**src/rtl/shift_add_seq.sv**
```systemverilog
// Sequential shift-and-add multiplier driving an external 0..3-bit left shifter.
// Each RUN cycle either adds W into the accumulator, shifts W through the shifter, or finishes.
module shift_add_seq #(
   parameter int IN_DATA_WIDTH  = 8,
   parameter int COEF_WIDTH     = 8,
   parameter int OUT_DATA_WIDTH = 21
) (
   input  logic                      clk,
   input  logic                      rst_n,
   input  logic                      start,
   input  logic [IN_DATA_WIDTH-1:0]  in_data,
   input  logic [COEF_WIDTH-1:0]     coef,
   input  logic [OUT_DATA_WIDTH-1:0] sh_result,
   output logic                      select_line_vld,
   output logic [1:0]                i_shifter_count,
   output logic [OUT_DATA_WIDTH-1:0] sh_data,
   output logic                      busy,
   output logic                      out_vld,
   output logic [OUT_DATA_WIDTH-1:0] out_data
);

   localparam logic [1:0] ST_IDLE = 2'd0;
   localparam logic [1:0] ST_RUN  = 2'd1;
   localparam logic [1:0] ST_DONE = 2'd2;

   logic [1:0]                r_state;
   logic [OUT_DATA_WIDTH-1:0] r_work;
   logic [OUT_DATA_WIDTH-1:0] r_acc;
   logic [OUT_DATA_WIDTH-1:0] r_out_data;
   logic [COEF_WIDTH-1:0]     r_rem;
   logic                      r_busy;
   logic                      r_out_vld;
   logic                      w_shift;
   logic [1:0]                w_k;

   // Shift amount: trailing zeros of R clamped to 3 (only used when R[0] is already 0)
   always_comb begin
      w_k = 2'd3;
      if (r_rem[1]) begin
         w_k = 2'd1;
      end else if (r_rem[2]) begin
         w_k = 2'd2;
      end else begin
         w_k = 2'd3;
      end
   end

   // Shifter request decode: a shift step is RUN with a nonzero R whose LSB is clear
   always_comb begin
      w_shift         = (r_state == ST_RUN) && (r_rem != '0) && !r_rem[0];
      select_line_vld = w_shift;
      i_shifter_count = w_shift ? w_k : 2'd0;
      sh_data         = r_work;
   end

   assign busy     = r_busy;
   assign out_vld  = r_out_vld;
   assign out_data = r_out_data;

   // Controller state, datapath registers and registered status outputs
   always_ff @(posedge clk or negedge rst_n) begin
      if (!rst_n) begin
         r_state    <= ST_IDLE;
         r_work     <= '0;
         r_rem      <= '0;
         r_acc      <= '0;
         r_out_data <= '0;
         r_busy     <= 1'b0;
         r_out_vld  <= 1'b0;
      end else begin
         case (r_state)
            ST_IDLE: begin
               r_out_vld <= 1'b0;
               if (start) begin
                  r_work  <= OUT_DATA_WIDTH'(in_data);
                  r_rem   <= coef;
                  r_acc   <= '0;
                  r_busy  <= 1'b1;
                  r_state <= ST_RUN;
               end
            end
            ST_RUN: begin
               if (r_rem == '0) begin
                  r_out_data <= r_acc;
                  r_out_vld  <= 1'b1;
                  r_state    <= ST_DONE;
               end else if (r_rem[0]) begin
                  r_acc    <= r_acc + r_work;
                  r_rem[0] <= 1'b0;
               end else begin
                  r_work <= sh_result;
                  r_rem  <= r_rem >> w_k;
               end
            end
            ST_DONE: begin
               r_out_vld <= 1'b0;
               r_busy    <= 1'b0;
               r_state   <= ST_IDLE;
            end
            default: begin
               r_out_vld <= 1'b0;
               r_busy    <= 1'b0;
               r_state   <= ST_IDLE;
            end
         endcase
      end
   end

endmodule

```
**config.mk**
```make
export PLATFORM = sky130hd
export DESIGN_NAME = shift_add_seq
export DESIGN_NICKNAME = d
export VERILOG_FILES = /design/src/rtl/shift_add_seq.sv
export SDC_FILE = /design/constraint.sdc
export NUM_CORES = 1
export LEC_CHECK = 0
export CAP_MARGIN = 20
export CELL_PAD_IN_SITES_DETAIL_PLACEMENT = 1
export CELL_PAD_IN_SITES_GLOBAL_PLACEMENT = 2
export CORE_MARGIN = 2
export CORE_UTILIZATION = 35
export CTS_CLUSTER_SIZE = 14
export DETAILED_ROUTE_END_ITERATION = 8
export PLACE_DENSITY = 0.87
export SETUP_SLACK_MARGIN = 0.3
export SLEW_MARGIN = 10
export SYNTH_ARGS = -nofsm -noshare
export SYNTH_HDL_FRONTEND = slang
export SYNTH_SLANG_ARGS = --single-unit
```
**constraint.sdc**
```tcl
create_clock -name clk -period 4.3 [get_ports clk]
set_input_delay 1.29 -clock clk [delete_from_list [all_inputs] [get_ports clk]]
set_output_delay 1.29 -clock clk [all_outputs]
set_load 0.01 [all_outputs]
```
Yosys cells after proc, flatten, opt, wreduce, memory -nomap -nowiden

Cells that the tools add are included.

Add/subtract/negate cells: 1
Equal/unequal tests: 6
Shifts and indexed selects: 1
Mux-type cells: 23
Bitwise operators: 1
Reductions and logical operators: 13

Operator list:

| cell                                                  | count |
|---|---|
| 2-to-1 mux 21 bit                                     | 6 |
| one-hot mux 21 bit (2 select lines)                   | 2 |
| adder 21 bit                                          | 1 |
| 2-to-1 mux 8 bit                                      | 2 |
| one-hot mux 8 bit (2 select lines)                    | 1 |
| logical NOT 8 bit                                     | 1 |
| 2-to-1 mux 2 bit                                      | 4 |
| inequality test 2 bit, second input constant          | 4 |
| AND reduction 4 bit                                   | 2 |
| nonzero test 8 bit                                    | 1 |
| >> shifter 8 x 2 -> 8 bit                             | 1 |
| 2-to-1 mux 7 bit                                      | 1 |
| AND reduction 2 bit                                   | 3 |
| 2-to-1 mux 1 bit                                      | 5 |
| one-hot mux 2 bit (2 select lines)                    | 1 |
| AND reduction 3 bit                                   | 1 |
| == test 2 x 1 -> 1 bit, second input constant         | 1 |
| logical AND 1 bit                                     | 2 |
| logical NOT 2 bit                                     | 1 |
| inequality test 2 x 1 -> 1 bit, second input constant | 1 |
| one-hot mux 1 bit (2 select lines)                    | 1 |
| nonzero test 2 bit                                    | 1 |
| logical NOT 1 bit                                     | 1 |
| inverter 1 bit                                        | 1 |

Register bits after elaboration: 75
Output and inout port bits: 47
Word-level logic and storage cells: 53

Longest topological paths before layout

Gate-level depths: netlist of run 1.

Word-level depth: 6
Gate-level depth with buffers: 10
Gate-level depth less buffers: 10

Worst setup path before layout of run 1

No wires, ideal clock.

Kind: register to output
Start point: reg r_rem[2]
End point: out select_line_vld
Arrival: 1415 ps
Required time: 3010 ps
Setup slack: 1595 ps
Cell stages (with the launch flop): 7
Cells stage by stage: dfrtp_1 > buf_2 > nor3_1 > nand2_1 > nor2_2 > nor3_1 > clkbuf_1

Cells in the longest elaborated chain, start to end: 3

Ends and longest elaborated chain:

| element                        | line | RTL |
|---|---|---|
| start, declared                | 30   | `logic [COEF_WIDTH-1:0] r_rem;` |
| start signal, assigned         | 76   | `r_rem <= coef;` |
| start signal, assigned         | 92   | `r_rem <= r_rem >> w_k;` |
| nonzero test 8 bit             | 50   | `w_shift = (r_state == ST_RUN) && (r_rem != '0) && !r_rem[0];` |
| logical AND 1 bit (2 in a row) | 50   |  |
| end, declared                  | 14   | `output logic select_line_vld,` |

Every way passes these cells.

Worst setup path in the final report of run 1

Start point: reg r_state[1]
End point: out select_line_vld

Cells in the longest elaborated chain, start to end: 3

Ends and longest elaborated chain:

| element                        | line | RTL |
|---|---|---|
| start, declared                | 26   | `logic [1:0] r_state;` |
| start signal, assigned         | 63   | `r_state <= ST_IDLE;` |
| start signal, assigned         | 79   | `r_state <= ST_RUN;` |
| start signal, assigned         | 86   | `r_state <= ST_DONE;` |
| == test 2 x 1 -> 1 bit         | 50   |  |
| logical AND 1 bit (2 in a row) | 50   |  |

Every way passes these cells.

==> summary.md, run 1 <==
| Metric | Value |
|---|---|
| Status | `complete, no violations` |
| Clock sink count | `75` |
| Post-DP HPWL | `7800 um` |
| Maximum clock skew at final layout | `0.00484 ns` |
| Overflow left after global routing | `0` |
| Path category of the worst min-delay check | `reg -> reg` |
| Combined buffer and inverter count along the critical path | `2` |
| Slew @ Worst Pin | `0.946 ns` |
| Relative slew margins | `36.9%` |
| Worst Hold Launch | `out_data[3]` |
| Endpoint kind of the worst setup timing path | `primary output` |
| Synth top area share | `45.9%` |
| Placeable Area | `11400 um^2` |
| Hold endpoint | `out_data[3]` |
| Fin crit share | `85.0%` |
| First-pass GRT wire length | `18600 um` |
| Post-synth top cells | `sky130_fd_sc_hd__dfrtp_1, sky130_fd_sc_hd__nand2_1, sky130_fd_sc_hd__o21ai_0` |
| RSZ-0062 raised after global routing | `no` |
| R2R depth | `10` |
| Initial antenna violation count | `0` |
| Number of failing hold endpoints at the final stage | `0` |
| Cell types with the largest area share after synthesis | `sky130_fd_sc_hd__dfrtp_1, sky130_fd_sc_hd__ha_1, sky130_fd_sc_hd__mux2_2, sky130_fd_sc_hd__o21ai_0, sky130_fd_sc_hd__nand2_1` |
| Async set-reset flop share out of synthesis | `100%` |
| Required time of the worst setup path | `3.01 ns` |
| H-tree lvl count | `3` |
| Pin count of the biggest net entering global routing | `76` |
| Cell taking the most area after synthesis | `sky130_fd_sc_hd__dfrtp_1` |
| Via-to-Cell Ratio | `5.33` |
| Count of antenna diodes in the layout | `0` |
| Synthesized instance count | `396` |
| Maximum resistive drop on vdd | `0.318 mV` |
| WP data arrival | `2.36 ns` |
| Deepest clock path buffer count | `2` |
| # resized after CTS | `0` |
| First-pass DRT Iterations | `4` |
| Number of buffers created by CTS | `9` |
| Worst reg-to-reg setup slack | `1.71 ns` |
| Total of max-cap violations | `0` |
| Type of element launching the critical path | `register` |
| Met1 wire length | `5230 um` |
| Clock transition at the registers of the reported paths | `0.06 ns` |
| Number of I/O pins | `87` |
| Standby leakage power | `2.37 nW` |
| Source-to-sink clock delay at the later pin of the worst-skew pair | `0.33 ns` |
| Number of max-slew violations in the final report | `0` |
| Endpoint of the worst register-to-register path | `r_acc[20]` |
| Final number of setup-violating endpoints | `0` |
| Number of placed instances with taps included | `607` |
| Number of port buffers | `86` |
| Routed wl met3 | `383 um` |
| Minimum clock period | `3.65 ns` |
| Worst flop-to-flop path startpoint | `sh_data[0]` |
| Global-route usage over all layers | `18.3%` |
| Met2 wire len | `5190 um` |
| Max Clk Rate | `274 MHz` |
| Placer congestion estimate | `0.861` |
| Critical path fanouts, max | `21` |
| Number of fillers in the final layout | `1271` |
| Top metal layer carrying routed signals | `met4` |
| Cell depth of the worst hold path | `1` |
| Sequential cell area fraction in the yosys report | `45.9%` |
| Power per Cell Area | `937 nW/um^2` |
| DRC viols | `0` |
| Die width | `112 um` |
| Number of setup buffers added after CTS | `0` |
| Fraction of final layout cells with drive strength greater than 1 | `12.5%` |
| Number of standard cells in the layout, taps in and fillers out | `623` |
| Startpoint-to-endpoint class of the critical path | `reg -> out` |
| # rows | `39` |
| Cell class contributing the biggest share of worst-path delay | `simple AND/OR/NAND/NOR gates` |
| Maximum single-stage delay on the critical path | `0.61 ns` |
| Final sum of negative setup slack | `0 ns` |
| Flop and latch count out of synthesis | `75` |
| Detailed Route WL | `11000 um` |
| Vias after detailed routing | `3323` |
| Vertical die dimension | `112 um` |
| Library cell contributing the largest single delay on the critical path | `sky130_fd_sc_hd__clkdlybuf4s50_1` |
| Count of nets left with antenna violations after detail routing | `0` |
| Iteration-0 DRC Markers | `133` |
| Area post-placement | `5080 um^2` |
| WL per Instance | `17.6 um` |
| Average size of a mapped cell | `10.3 um^2` |
| Number of synthesized flops with an enable pin | `0` |
| Clock Root Buffer | `sky130_fd_sc_hd__clkbuf_16` |
| Nets | `536` |
| Net count of the mapped netlist | `457` |
| Initial standard-cell utilization of the core | `35.8%` |
| Clock tree from TritonCTS | `yes` |
| Number of global-route vias before repair | `3610` |
| Synthesized area | `4090 um^2` |
| Synth cell types | `61` |
| Yosys warning count | `0` |
| CTS Hold Buffers Added | `0` |
| Dominant cell by count in the synthesized netlist | `sky130_fd_sc_hd__dfrtp_1` |
| Post-route cell area | `5430 um^2` |
| Top FF cell, synth | `sky130_fd_sc_hd__dfrtp_1` |
| Die Footprint | `12600 um^2` |
| P&R area growth vs syn | `32.8%` |
| Worst path cell trace | `inv_1, nand2_1, nor3_2, clkdlybuf4s50_1` |
how the worst max path moves through the flow:
stage	slack (ns)	cells after the start	start	endpoint
2_1_floorplan	1.59	6	r_rem[2]	select_line_vld
3_3_place_gp	1.07	4	r_state[1]	select_line_vld
3_5_place_dp	1.00	4	r_state[1]	select_line_vld
4_1_cts	0.63	4	r_state[1]	select_line_vld
5_1_grt	0.47	4	r_state[1]	i_shifter_count[0]
6_report	0.65	4	r_state[1]	select_line_vld
stage by stage:
step	setup slack [ns]	utilization [%]	total power [mW]	hold slack, ns
finish	0.646	47.5	5.09	0.503
CTS	0.631	47.5	5.13	0.509
global route	0.469	47.5	5.51	0.524
floorplan	1.59	-	3.21	0.463
detailed placement	1.00	44.5	4.22	0.488
global placement	1.07	44.4	4.10	0.478
layout make-up:
class | count | area (um^2) | area share [%]
inverters | 6 | 22.5 | 0.415
clock inverters | 3 | 67.6 | 1.24
flip-flops and latches | 75 | 1880 | 34.6
clock buffers | 13 | 280 | 5.16
well taps | 143 | 179 | 3.30
multi-input cells | 291 | 2090 | 38.5
repair buffers | 92 | 911 | 16.8
kinds of logic after synthesis:
kind of cell,count (synthesis),share of synthesized area (%)
adder cells (fa/ha/maj),21,6.61
flip-flops,75,45.9
AND/OR/NAND/NOR,102,12.0
multiplexers,31,8.23
AO/OA/AOI/OAI,122,20.7
XOR/XNOR,15,3.21
buffers and inverters,30,3.30
worst register-to-register path: stages, from the launching register on:
cell	delay [ns]
sky130_fd_sc_hd__dfrtp_1	0.37
sky130_fd_sc_hd__ha_1	0.22
sky130_fd_sc_hd__inv_1	0.07
sky130_fd_sc_hd__fa_1	0.37
sky130_fd_sc_hd__nor2b_1	0.26
sky130_fd_sc_hd__o31ai_2	0.11
sky130_fd_sc_hd__a21oi_1	0.23
sky130_fd_sc_hd__o21ai_0	0.18
sky130_fd_sc_hd__nand3b_1	0.14
sky130_fd_sc_hd__or4b_1	0.48
sky130_fd_sc_hd__o211ai_2	0.09
metal layers:
layer	vias to the layer above	track usage [%]
met5	-	0
met4	0	5.45
met3	13	4.21
met2	64	29.5
met1	1651	24.8
li1	1595	-
flip-flops by register name, summed over array words and instances, names as in the netlist:
name	cells
r_acc	21
out_data	21
sh_data	21
r_state	2
out_vld	1
busy	1
r_rem	8
where the power goes:
| group | total (mW) | switching, mW | internal (mW) |
|---|---|---|---|
| clock | 0.862 | 0.291 | 0.572 |
| combinational | 2.88 | 1.54 | 1.34 |
| sequential | 1.35 | 0.300 | 1.05 |
| total | 5.09 | 2.13 | 2.96 |
layout by cell type (no fill, tap or decap), drive strengths merged, types with 4 or more instances in the layout:
| cell | Yosys | layout |
|---|---|---|
| o211ai | 4 | 4 |
| ha | 20 | 20 |
| mux2 | 21 | 21 |
| clkdlybuf4s50 | 0 | 85 |
| inv | 6 | 6 |
| dfrtp | 75 | 75 |
| o21ai | 43 | 43 |
| buf | 13 | 7 |
| xnor2 | 8 | 8 |
| nand2 | 47 | 47 |
| nand3 | 4 | 4 |
| xor2 | 7 | 7 |
| clkbuf | 11 | 13 |
| nor2b | 7 | 7 |
| nand4 | 4 | 4 |
| a21oi | 23 | 23 |
| nor3 | 5 | 5 |
| a22o | 14 | 14 |
| a211oi | 10 | 10 |
| a21o | 6 | 6 |
| nand2b | 4 | 4 |
| mux2i | 10 | 10 |
| nor2 | 18 | 18 |
Note: power is estimated with default switching activity, not from simulation.
==> inputs of run 2 (changes only) <==
CORE_UTILIZATION = 32   (was 35)
PLACE_DENSITY = 0.81   (was 0.87)
clock period = 3.8 ns   (was 4.3 ns; I/O delays follow)
==> run 2 against run 1 <==
Net effect: global-route usage fell by 1.9 points; total power rose by 11%; combinational power rose by 12%; clock skew increased by 0.00071 ns; sequential power grew 13%; die area increased by 9.0%; via count down 0.90%; largest cell class unchanged; clock power increased by 2%; critical path type unchanged; sequential share of layout area increased by 0.14 points; count of clock-buffer cells in the layout shrank 2.
==> summary.md, run 2 (synthesized netlist as in run 1, its figures left out) <==
| Metric | Value |
|---|---|
| # rows | `41` |
| Overflow left after global routing | `0` |
| Minimum clock period | `3.35 ns` |
| Slew @ Worst Pin | `0.967 ns` |
| Most frequent cells in the layout | `sky130_fd_sc_hd__clkdlybuf4s50_1, sky130_fd_sc_hd__dfrtp_1, sky130_fd_sc_hd__nand2_1, sky130_fd_sc_hd__o21ai_0, sky130_fd_sc_hd__mux2_2` |
| Worst Hold Launch | `out_vld` |
| DRC viols | `0` |
| Number of max-slew violations in the final report | `0` |
| Startpoint-to-endpoint class of the critical path | `reg -> out` |
| H-tree lvl count | `3` |
| Die width | `117 um` |
| Standby leakage power | `2.34 nW` |
| R2R depth | `10` |
| Number of port buffers | `86` |
| Deepest clock path buffer count | `2` |
| WP data arrival | `2.21 ns` |
| Path category of the worst min-delay check | `reg -> reg` |
| Status | `complete, no violations` |
| Count of antenna diodes in the layout | `0` |
| Total of max-cap violations | `0` |
| Number of placed instances with taps included | `636` |
| Clock power frac | `15.6%` |
| Detailed Route WL | `10800 um` |
| Switching share of total power | `42.1%` |
| Worst reg-to-reg setup slack | `1.19 ns` |
| Clock sink count | `75` |
| Clock Root Buffer | `sky130_fd_sc_hd__clkbuf_16` |
| First-pass DRT Iterations | `4` |
| Vias after detailed routing | `3293` |
| First-pass GRT wire length | `17500 um` |
| Part of the power in registers | `27.1%` |
| Power per Cell Area | `1040 nW/um^2` |
| Type of element launching the critical path | `register` |
| Nets | `536` |
| Required time of the worst setup path | `2.66 ns` |
| Final number of setup-violating endpoints | `0` |
| Hold endpoint | `out_vld` |
| Pin count of the biggest net entering global routing | `76` |
| Number of setup buffers added after CTS | `0` |
| Initial antenna violation count | `0` |
| # resized after CTS | `0` |
| Maximum resistive drop on vdd | `0.270 mV` |
| Most common library cell in the layout ignoring fill and taps | `sky130_fd_sc_hd__clkdlybuf4s50_1` |
| Source-to-sink clock delay at the later pin of the worst-skew pair | `0.33 ns` |
| Placeable Area | `12600 um^2` |
| CTS Hold Buffers Added | `0` |
| RSZ-0062 raised after global routing | `no` |
| P_sw | `2.37 mW` |
| Global-route usage over all layers | `16.5%` |
| Clock transition at the registers of the reported paths | `0.06 ns` |
| Proportion of power drawn by combinational gates | `57.3%` |
| Endpoint kind of the worst setup timing path | `primary output` |
| Number of failing hold endpoints at the final stage | `0` |
| P&R area growth vs syn | `32.3%` |
| Post-DP HPWL | `7580 um` |
| Initial standard-cell utilization of the core | `32.5%` |
| Placer congestion estimate | `0.859` |
| Die Footprint | `13700 um^2` |
| Clock tree from TritonCTS | `yes` |
| Pint | `3.26 mW` |
| Count of nets left with antenna violations after detail routing | `0` |
| Critical path fanouts, max | `12` |
| Vertical die dimension | `117 um` |
| Cell depth of the worst hold path | `2` |
| Relative slew margins | `35.6%` |
| Final sum of negative setup slack | `0 ns` |
| Worst flop-to-flop path startpoint | `sh_data[0]` |
| Number of I/O pins | `87` |
| Fraction of final layout cells with drive strength greater than 1 | `11.7%` |
| Fin crit share | `88.2%` |
| Iteration-0 DRC Markers | `149` |
| Via-to-Cell Ratio | `5.07` |
| Endpoint of the worst register-to-register path | `r_acc[20]` |
| Number of global-route vias before repair | `3451` |
| Max Clk Rate | `298 MHz` |
| Maximum clock skew at final layout | `0.00555 ns` |
| Number of standard cells in the layout, taps in and fillers out | `650` |
| Number of buffers created by CTS | `9` |
| WL per Instance | `16.6 um` |
-- run 2: changes by cell type in the layout (fill, tap and decap cells not counted) --
| cell | previous run | this run |
|---|---|---|
| sky130_fd_sc_hd__buf_4 | 6 | 7 |
| sky130_fd_sc_hd__clkbuf_1 | 0 | 2 |
| sky130_fd_sc_hd__clkbuf_8 | 4 | 0 |
| sky130_fd_sc_hd__buf_8 | 1 | 0 |
| sky130_fd_sc_hd__clkinvlp_4 | 1 | 0 |
| sky130_fd_sc_hd__clkinv_2 | 0 | 1 |
-- run 2: metal layers --
metal  up-vias  routed length (um)  GRT usage (%)
met4         0                 207           5.65
met5         -                   0              0
met3        18                 301           3.24
met1      1612                5190           22.3
li1       1603                   -              -
met2        60                5070           26.5
-- run 2: power groups by stage --
| stage | clock network, mW | logic (mW) | registers, mW |
|---|---|---|---|
| after floorplan | 0 | 2.11 | 1.52 |
| after global placement | 0 | 3.12 | 1.52 |
| after detailed placement | 0 | 3.21 | 1.54 |
| after CTS | 0.904 | 3.25 | 1.53 |
| after global routing | 0.935 | 3.59 | 1.59 |
| final | 0.879 | 3.22 | 1.52 |
-- run 2: worst max-delay path by stage --
| stage | startpoint | endpoint | depth (start not counted) |
|---|---|---|---|
| after global routing | r_rem[1] | select_line_vld | 5 |
| after CTS | r_rem[1] | select_line_vld | 5 |
| after global placement | r_rem[1] | select_line_vld | 5 |
| after detailed placement | r_rem[1] | select_line_vld | 5 |
| after floorplan | r_rem[2] | select_line_vld | 6 |
| final | r_rem[1] | select_line_vld | 5 |
-- run 2: final cells by class --
| cell class | count | area [um^2] |
|---|---|---|
| sequential | 75 | 1880 |
| inverter | 6 | 22.5 |
| clock inverter | 3 | 65.1 |
| tap | 172 | 215 |
| fill | 1399 | 7160 |
| clock buffer | 11 | 233 |
| multi-input combinational | 291 | 2090 |
| timing repair buffer | 92 | 903 |
-- run 2: through the flow --
step / total power [mW] / setup slack, ns / area [um^2] / util [%] / hold slack [ns]
3_3_place_gp: 4.64 / 0.868 / 5110 / 40.7 / 0.478
5_1_grt: 6.11 / 0.333 / 5410 / 43.0 / 0.521
6_report: 5.63 / 0.449 / 5410 / 43.0 / 0.505
3_5_place_dp: 4.76 / 0.783 / 5110 / 40.7 / 0.492
2_1_floorplan: 3.63 / 1.24 / 4090 / - / 0.463
4_1_cts: 5.69 / 0.411 / 5410 / 43.0 / 0.507
-- run 2: critical path: stages (launching register included) --
cell and delay, ns:
sky130_fd_sc_hd__dfrtp_1 0.50, sky130_fd_sc_hd__nor3_1 0.33, sky130_fd_sc_hd__nand2_1 0.18, sky130_fd_sc_hd__nor2_2 0.25
sky130_fd_sc_hd__nor3_2 0.11, sky130_fd_sc_hd__clkdlybuf4s50_1 0.50
==> inputs of run 3 (changes only) <==
CAP_MARGIN = not set   (was 20)
CORE_MARGIN = not set   (was 2)
==> run 3 against run 2 <==
Net effect: global-route usage is 0.43 points higher; final cell count is 0.15% lower; register-to-register slack barely moved; total power shrank 2.6%; maximum frequency increased by 1.3%; critical path depth is the same; non-clock buffer count rose by 1; first-iteration DRC count fell by 28%; count of clock-buffer cells in the layout increased by 2; utilization grew 0.93 points.
==> summary.md, run 3 (synthesized netlist as in run 1, its figures left out) <==
| Metric | Value |
|---|---|
| Status | `complete, no violations` |
| Worst-case setup slack after placement | `0.848 ns` |
| Combined buffer and inverter count along the critical path | `1` |
| Clock Root Buffer | `sky130_fd_sc_hd__clkbuf_16` |
| Maximum single-stage delay on the critical path | `0.50 ns` |
| DRC viols | `0` |
| # rows | `40` |
| WL per Instance | `16.3 um` |
| Critical path fanouts, max | `12` |
| Startpoint-to-endpoint class of the critical path | `reg -> out` |
| Tot Pwr | `5.48 mW` |
| Detailed Route WL | `10600 um` |
| Placeable Area | `12200 um^2` |
| Number of port buffers | `86` |
| Global-route usage over all layers | `16.9%` |
| Overflow left after global routing | `0` |
| Worst path cell trace | `nor3_1, nand2_1, nor2_2, nor3_2, clkdlybuf4s50_1` |
| Minimum clock period | `3.31 ns` |
| Number of max-slew violations in the final report | `0` |
| Required time of the worst setup path | `2.66 ns` |
| Number of setup buffers added after CTS | `0` |
| Deepest clock path buffer count | `2` |
| Proportion of power drawn by combinational gates | `58.5%` |
| Met2 Track Usage GR | `26.3%` |
| Maximum resistive drop on vdd | `0.287 mV` |
| RSZ-0062 raised after global routing | `no` |
| Nets | `537` |
| Least setup slack across all paths after layout | `0.491 ns` |
| Via-to-Cell Ratio | `5.06` |
| Relative slew margins | `36.3%` |
| Vertical die dimension | `115 um` |
| Met3 track demand over resource | `3.48%` |
| H-tree lvl count | `3` |
| Source-to-sink clock delay at the later pin of the worst-skew pair | `0.34 ns` |
| Final sum of negative setup slack | `0 ns` |
| Library cell contributing the largest single delay on the critical path | `sky130_fd_sc_hd__dfrtp_1` |
| Global route hottest layer | `met2` |
| Path category of the worst min-delay check | `reg -> reg` |
| Type of element launching the critical path | `register` |
| Switching share of total power | `42.7%` |
| Clock power frac | `13.7%` |
| Pint | `3.14 mW` |
| Placer congestion estimate | `0.809` |
| Global Route met1 Usage | `23.3%` |
| Slew @ Worst Pin | `0.955 ns` |
| Number of failing hold endpoints at the final stage | `0` |
| Area of all sequential standard cells | `1880 um^2` |
| Die Footprint | `13200 um^2` |
| Worst Hold Launch | `r_acc[14]` |
| Footprint of the multi-input gates | `2090 um^2` |
| Part of the power in registers | `27.8%` |
| Final number of setup-violating endpoints | `0` |
| CTS Hold Buffers Added | `0` |
| Number of fillers in the final layout | `1371` |
| Worst flop-to-flop path startpoint | `sh_data[0]` |
| Pin count of the biggest net entering global routing | `76` |
| First-pass DRT Iterations | `4` |
| Count of nets left with antenna violations after detail routing | `0` |
| P_sw | `2.34 mW` |
| Initial standard-cell utilization of the core | `33.5%` |
| Power per Cell Area | `1020 nW/um^2` |
| Die width | `115 um` |
| Clock tree from TritonCTS | `yes` |
| Standby leakage power | `2.33 nW` |
| Clock transition at the registers of the reported paths | `0.06 ns` |
| Fin crit share | `87.1%` |
| Clock sink count | `75` |
| Launching element of the worst setup path | `r_rem[1]` |
| Number of I/O pins | `87` |
| Max Clk Rate | `302 MHz` |
| Most common library cell in the layout ignoring fill and taps | `sky130_fd_sc_hd__clkdlybuf4s50_1` |
| # resized after CTS | `0` |
| Core utilization of the finished layout | `44.0%` |
| Total of max-cap violations | `0` |
| Number of global-route vias before repair | `3392` |
| P&R area growth vs syn | `31.3%` |
| Fraction of final layout cells with drive strength greater than 1 | `11.9%` |
| Number of buffers created by CTS | `9` |
| Cell class contributing the biggest share of worst-path delay | `simple AND/OR/NAND/NOR gates` |
| Count of antenna diodes in the layout | `0` |
| Most frequent cells in the layout | `sky130_fd_sc_hd__clkdlybuf4s50_1, sky130_fd_sc_hd__dfrtp_1, sky130_fd_sc_hd__nand2_1, sky130_fd_sc_hd__o21ai_0, sky130_fd_sc_hd__mux2_2` |
| Initial antenna violation count | `0` |
| First-pass GRT wire length | `17300 um` |
| Iteration-0 DRC Markers | `108` |
| WP data arrival | `2.17 ns` |
| Vias after detailed routing | `3282` |
| Post-DP HPWL | `7640 um` |
| Maximum clock skew at final layout | `0.00540 ns` |
| Endpoint kind of the worst setup timing path | `primary output` |
-- run 3: through the flow --
stage | hold slack, ns | area (um^2) | std cells
after floorplan | 0.463 | 4090 | 396
after global placement | 0.489 | 5110 | 633
after detailed placement | 0.495 | 5110 | 633
after CTS | 0.509 | 5370 | 649
after global routing | 0.528 | 5370 | 649
final | 0.507 | 5370 | 649
-- run 3: final timing paths --
| check | end | slack, ns | cells past startpoint |
|---|---|---|---|
| worst max register to register | r_acc[20] | 1.20 | 10 |
| worst min-delay path | r_acc[14] | 0.51 | 2 |
| min in group asynchronous | sh_data[19] | 0.96 | 1 |
| worst min register to register | r_acc[14] | 0.51 | 2 |
| worst max-delay path | select_line_vld | 0.49 | 5 |
| max in group asynchronous | sh_data[3] | 2.23 | 1 |
-- run 3: tightest hold or removal path: stages, from the launching register on --
cell and delay [ns]:
sky130_fd_sc_hd__dfrtp_1 0.36, sky130_fd_sc_hd__nand2_1 0.05, sky130_fd_sc_hd__o21ai_0 0.06
-- run 3: cell type report --
class / instances / area share, %
clock inverters: 3 / 0.280
repair buffers: 93 / 17.0
flip-flops and latches: 75 / 35.0
clock buffers: 13 / 4.48
multi-input cells: 291 / 39.0
inverters: 6 / 0.420
well taps: 168 / 3.92
-- run 3: power groups by stage --
stage	clock, mW	sequential [mW]	combinational, mW
3_3_place_gp	0	1.53	3.13
5_1_grt	0.813	1.58	3.56
6_report	0.753	1.52	3.20
4_1_cts	0.774	1.53	3.25
3_5_place_dp	0	1.54	3.22
2_1_floorplan	0	1.52	2.11
-- run 3: layer usage --
layer | wire length [um] | vias up | share of wire, %
li1 | - | 1605 | -
met1 | 5250 | 1608 | 50
met2 | 4850 | 56 | 46
met3 | 304 | 13 | 2.9
met4 | 150 | 0 | 1.4
met5 | 0 | - | 0
==> variant (config.mk and constraints of run 3) <==
Register the inputs `start`, `in_data`, `coef` and `sh_result` before use, cleared by the reset. The logic sees them one clock later.
--- a/src/rtl/shift_add_seq.sv
+++ b/src/rtl/shift_add_seq.sv
@@ -22,6 +22,25 @@
    localparam logic [1:0] ST_IDLE = 2'd0;
    localparam logic [1:0] ST_RUN  = 2'd1;
    localparam logic [1:0] ST_DONE = 2'd2;
+
+   logic start_q;
+   logic [IN_DATA_WIDTH-1:0] in_data_q;
+   logic [COEF_WIDTH-1:0] coef_q;
+   logic [OUT_DATA_WIDTH-1:0] sh_result_q;
+
+   always_ff @(posedge clk or negedge rst_n) begin
+      if (!rst_n) begin
+         start_q     <= '0;
+         in_data_q   <= '0;
+         coef_q      <= '0;
+         sh_result_q <= '0;
+      end else begin
+         start_q     <= start;
+         in_data_q   <= in_data;
+         coef_q      <= coef;
+         sh_result_q <= sh_result;
+      end
+   end
 
    logic [1:0]                r_state;
    logic [OUT_DATA_WIDTH-1:0] r_work;
@@ -71,9 +90,9 @@
          case (r_state)
             ST_IDLE: begin
                r_out_vld <= 1'b0;
-               if (start) begin
-                  r_work  <= OUT_DATA_WIDTH'(in_data);
-                  r_rem   <= coef;
+               if (start_q) begin
+                  r_work  <= OUT_DATA_WIDTH'(in_data_q);
+                  r_rem   <= coef_q;
                   r_acc   <= '0;
                   r_busy  <= 1'b1;
                   r_state <= ST_RUN;
@@ -88,7 +107,7 @@
                   r_acc    <= r_acc + r_work;
                   r_rem[0] <= 1'b0;
                end else begin
-                  r_work <= sh_result;
+                  r_work <= sh_result_q;
                   r_rem  <= r_rem >> w_k;
                end
             end
Check against the original RTL: not equivalent (Yosys sat finds a counterexample within 4 cycles, from zero or initial values and one cycle with rst_n low).
==> variant against run 3 <==
- sequential cell count increased by 38
- area after synthesis increased by 20%
- die area increased by 20%
- final area increased by 23%
- setup slack got worse by 0.070 ns
- total power increased by 20%
- register-to-register slack got worse by 0.30 ns
- wire length increased by 14%
- largest cell class is now sequential cells
- largest power group unchanged
- highest routed layer unchanged
==> variant: results (changes against run 3) <==
slew_headroom_pct: 38.5  # was 36.3%
grt_util_all_layers_pct: 16.4  # was 16.9%
synth-seq-area-share_pct: 57.5  # was 45.9%
worstSetupStartpoint: "r_rem[2]$_DFFE_PN0P_"  # was r_rem[1]$_DFFE_PN0P_
timing.rr.start: "r_acc[0]$_DFFE_PN0P_"  # was sh_data[0]$_DFFE_PN0P_
drt_iter0_drc: 114  # was 108
syn_nets: 486  # was 457
vias: 3613  # was 3282
cts_buffers: 17  # was 9
rr_worst_depth: 11  # was 10
met3_length_um: 483  # was 304 um
place_inst: 685  # was 633
drive_gt1_share_pct: 13.4  # was 11.9%
r2r_setup_slack_ns: 0.90  # was 1.20 ns
drt-met1-wl_um: 5650  # was 5250 um
worst_hold_startpoint: "sh_result_q[19]$_DFF_PN0_"  # was r_acc[14]$_DFFE_PN0P_
finalWeightedCongestion: 0.818  # was 0.809
grt_pass1_vias: 3853  # was 3392
netlist_top_cells_area: "dfrtp_1 (57%), ha_1 (5.1%), mux2_2 (4.8%), nand2_1 (3.9%), o21ai_0 (3.9%)"  # was dfrtp_1 (46%), ha_1 (6.1%), mux2_2 (5.8%), o21ai_0 (4.7%), nand2_1 (4.3%)
endpoint: "i_shifter_count[1]"  # was select_line_vld
whs_path_depth: 1  # was 2
synth_common_cells: "dfrtp_1 (113), nand2_1 (51), o21ai_0 (38), a21oi_1 (28), mux2_2 (21)"  # was dfrtp_1 (75), nand2_1 (47), o21ai_0 (38), mux2_2 (21)
fin_cells: 715  # was 649
critPathArrivalTime_ns: 2.24  # was 2.17 ns
multi_input_area_sq_mm: 0.00200  # was 0.00209 sq mm
worst_clock_skew_ns: 0.00948  # was 0.00540 ns
whs_endpoint: "sh_data[19]$_DFFE_PN0P_"  # was r_acc[14]$_DFFE_PN0P_
n_fill_cell: 1578  # was 1371
synth.distinct_cells: 50  # was 61
wl_met2_um: 5770  # was 4850 um
leakage_uw: 0.00295  # was 0.00233 uW
htree_num_levels: 4  # was 3
fmax_mhz: 296  # was 302 MHz
status: "finished clean"  # unchanged
grt_pass1_wl_um: 20100  # was 17300 um
hpwl_um: 8470  # was 7640 um
ir_worst_vdd_mv: 0.384  # was 0.287 mV
preCtsSetupSlack_ns: 0.723  # was 0.848 ns
crit_fanout: 8  # was 12
crit_slowest_cell: "clkdlybuf4s50_1"  # was dfrtp_1
nets: 581  # was 537
critical_path.max_stage_delay_ns: 0.62  # was 0.50 ns
postSynthAreaPerCell_sq_um: 11.6  # was 10.3 sq um
-- variant: per-layer routing --
metal / vias up / global-route usage, %
li1: 1705 / -
met1: 1830 / 20.6
met2: 63 / 26.8
met3: 15 / 5.18
met4: 0 / 5.74
met5: - / 0
-- variant: logic make-up after synthesis --
family | after synthesis | share of synthesized area (%)
and+or+nand+nor | 97 | 8.75
muxes | 31 | 6.84
adders and majority gates | 21 | 5.49
xor gates and xnor gates | 15 | 2.67
DFF | 113 | 57.5
AOI/OAI and AO/OA | 120 | 16.6
buffers and inverters | 28 | 2.19
-- variant: area by class of cell --
| class | instances | area share [%] |
|---|---|---|
| flip-flops and latches | 113 | 42.8 |
| multi-input cells | 284 | 30.3 |
| repair buffers | 95 | 14.2 |
| clock buffers | 24 | 7.44 |
| well taps | 184 | 3.48 |
| clock inverters | 6 | 1.21 |
| inverters | 9 | 0.511 |
-- variant: power by group --
group	switching (uW)	internal, uW
logic	1650	1450
clock network	509	1020
registers	356	1610
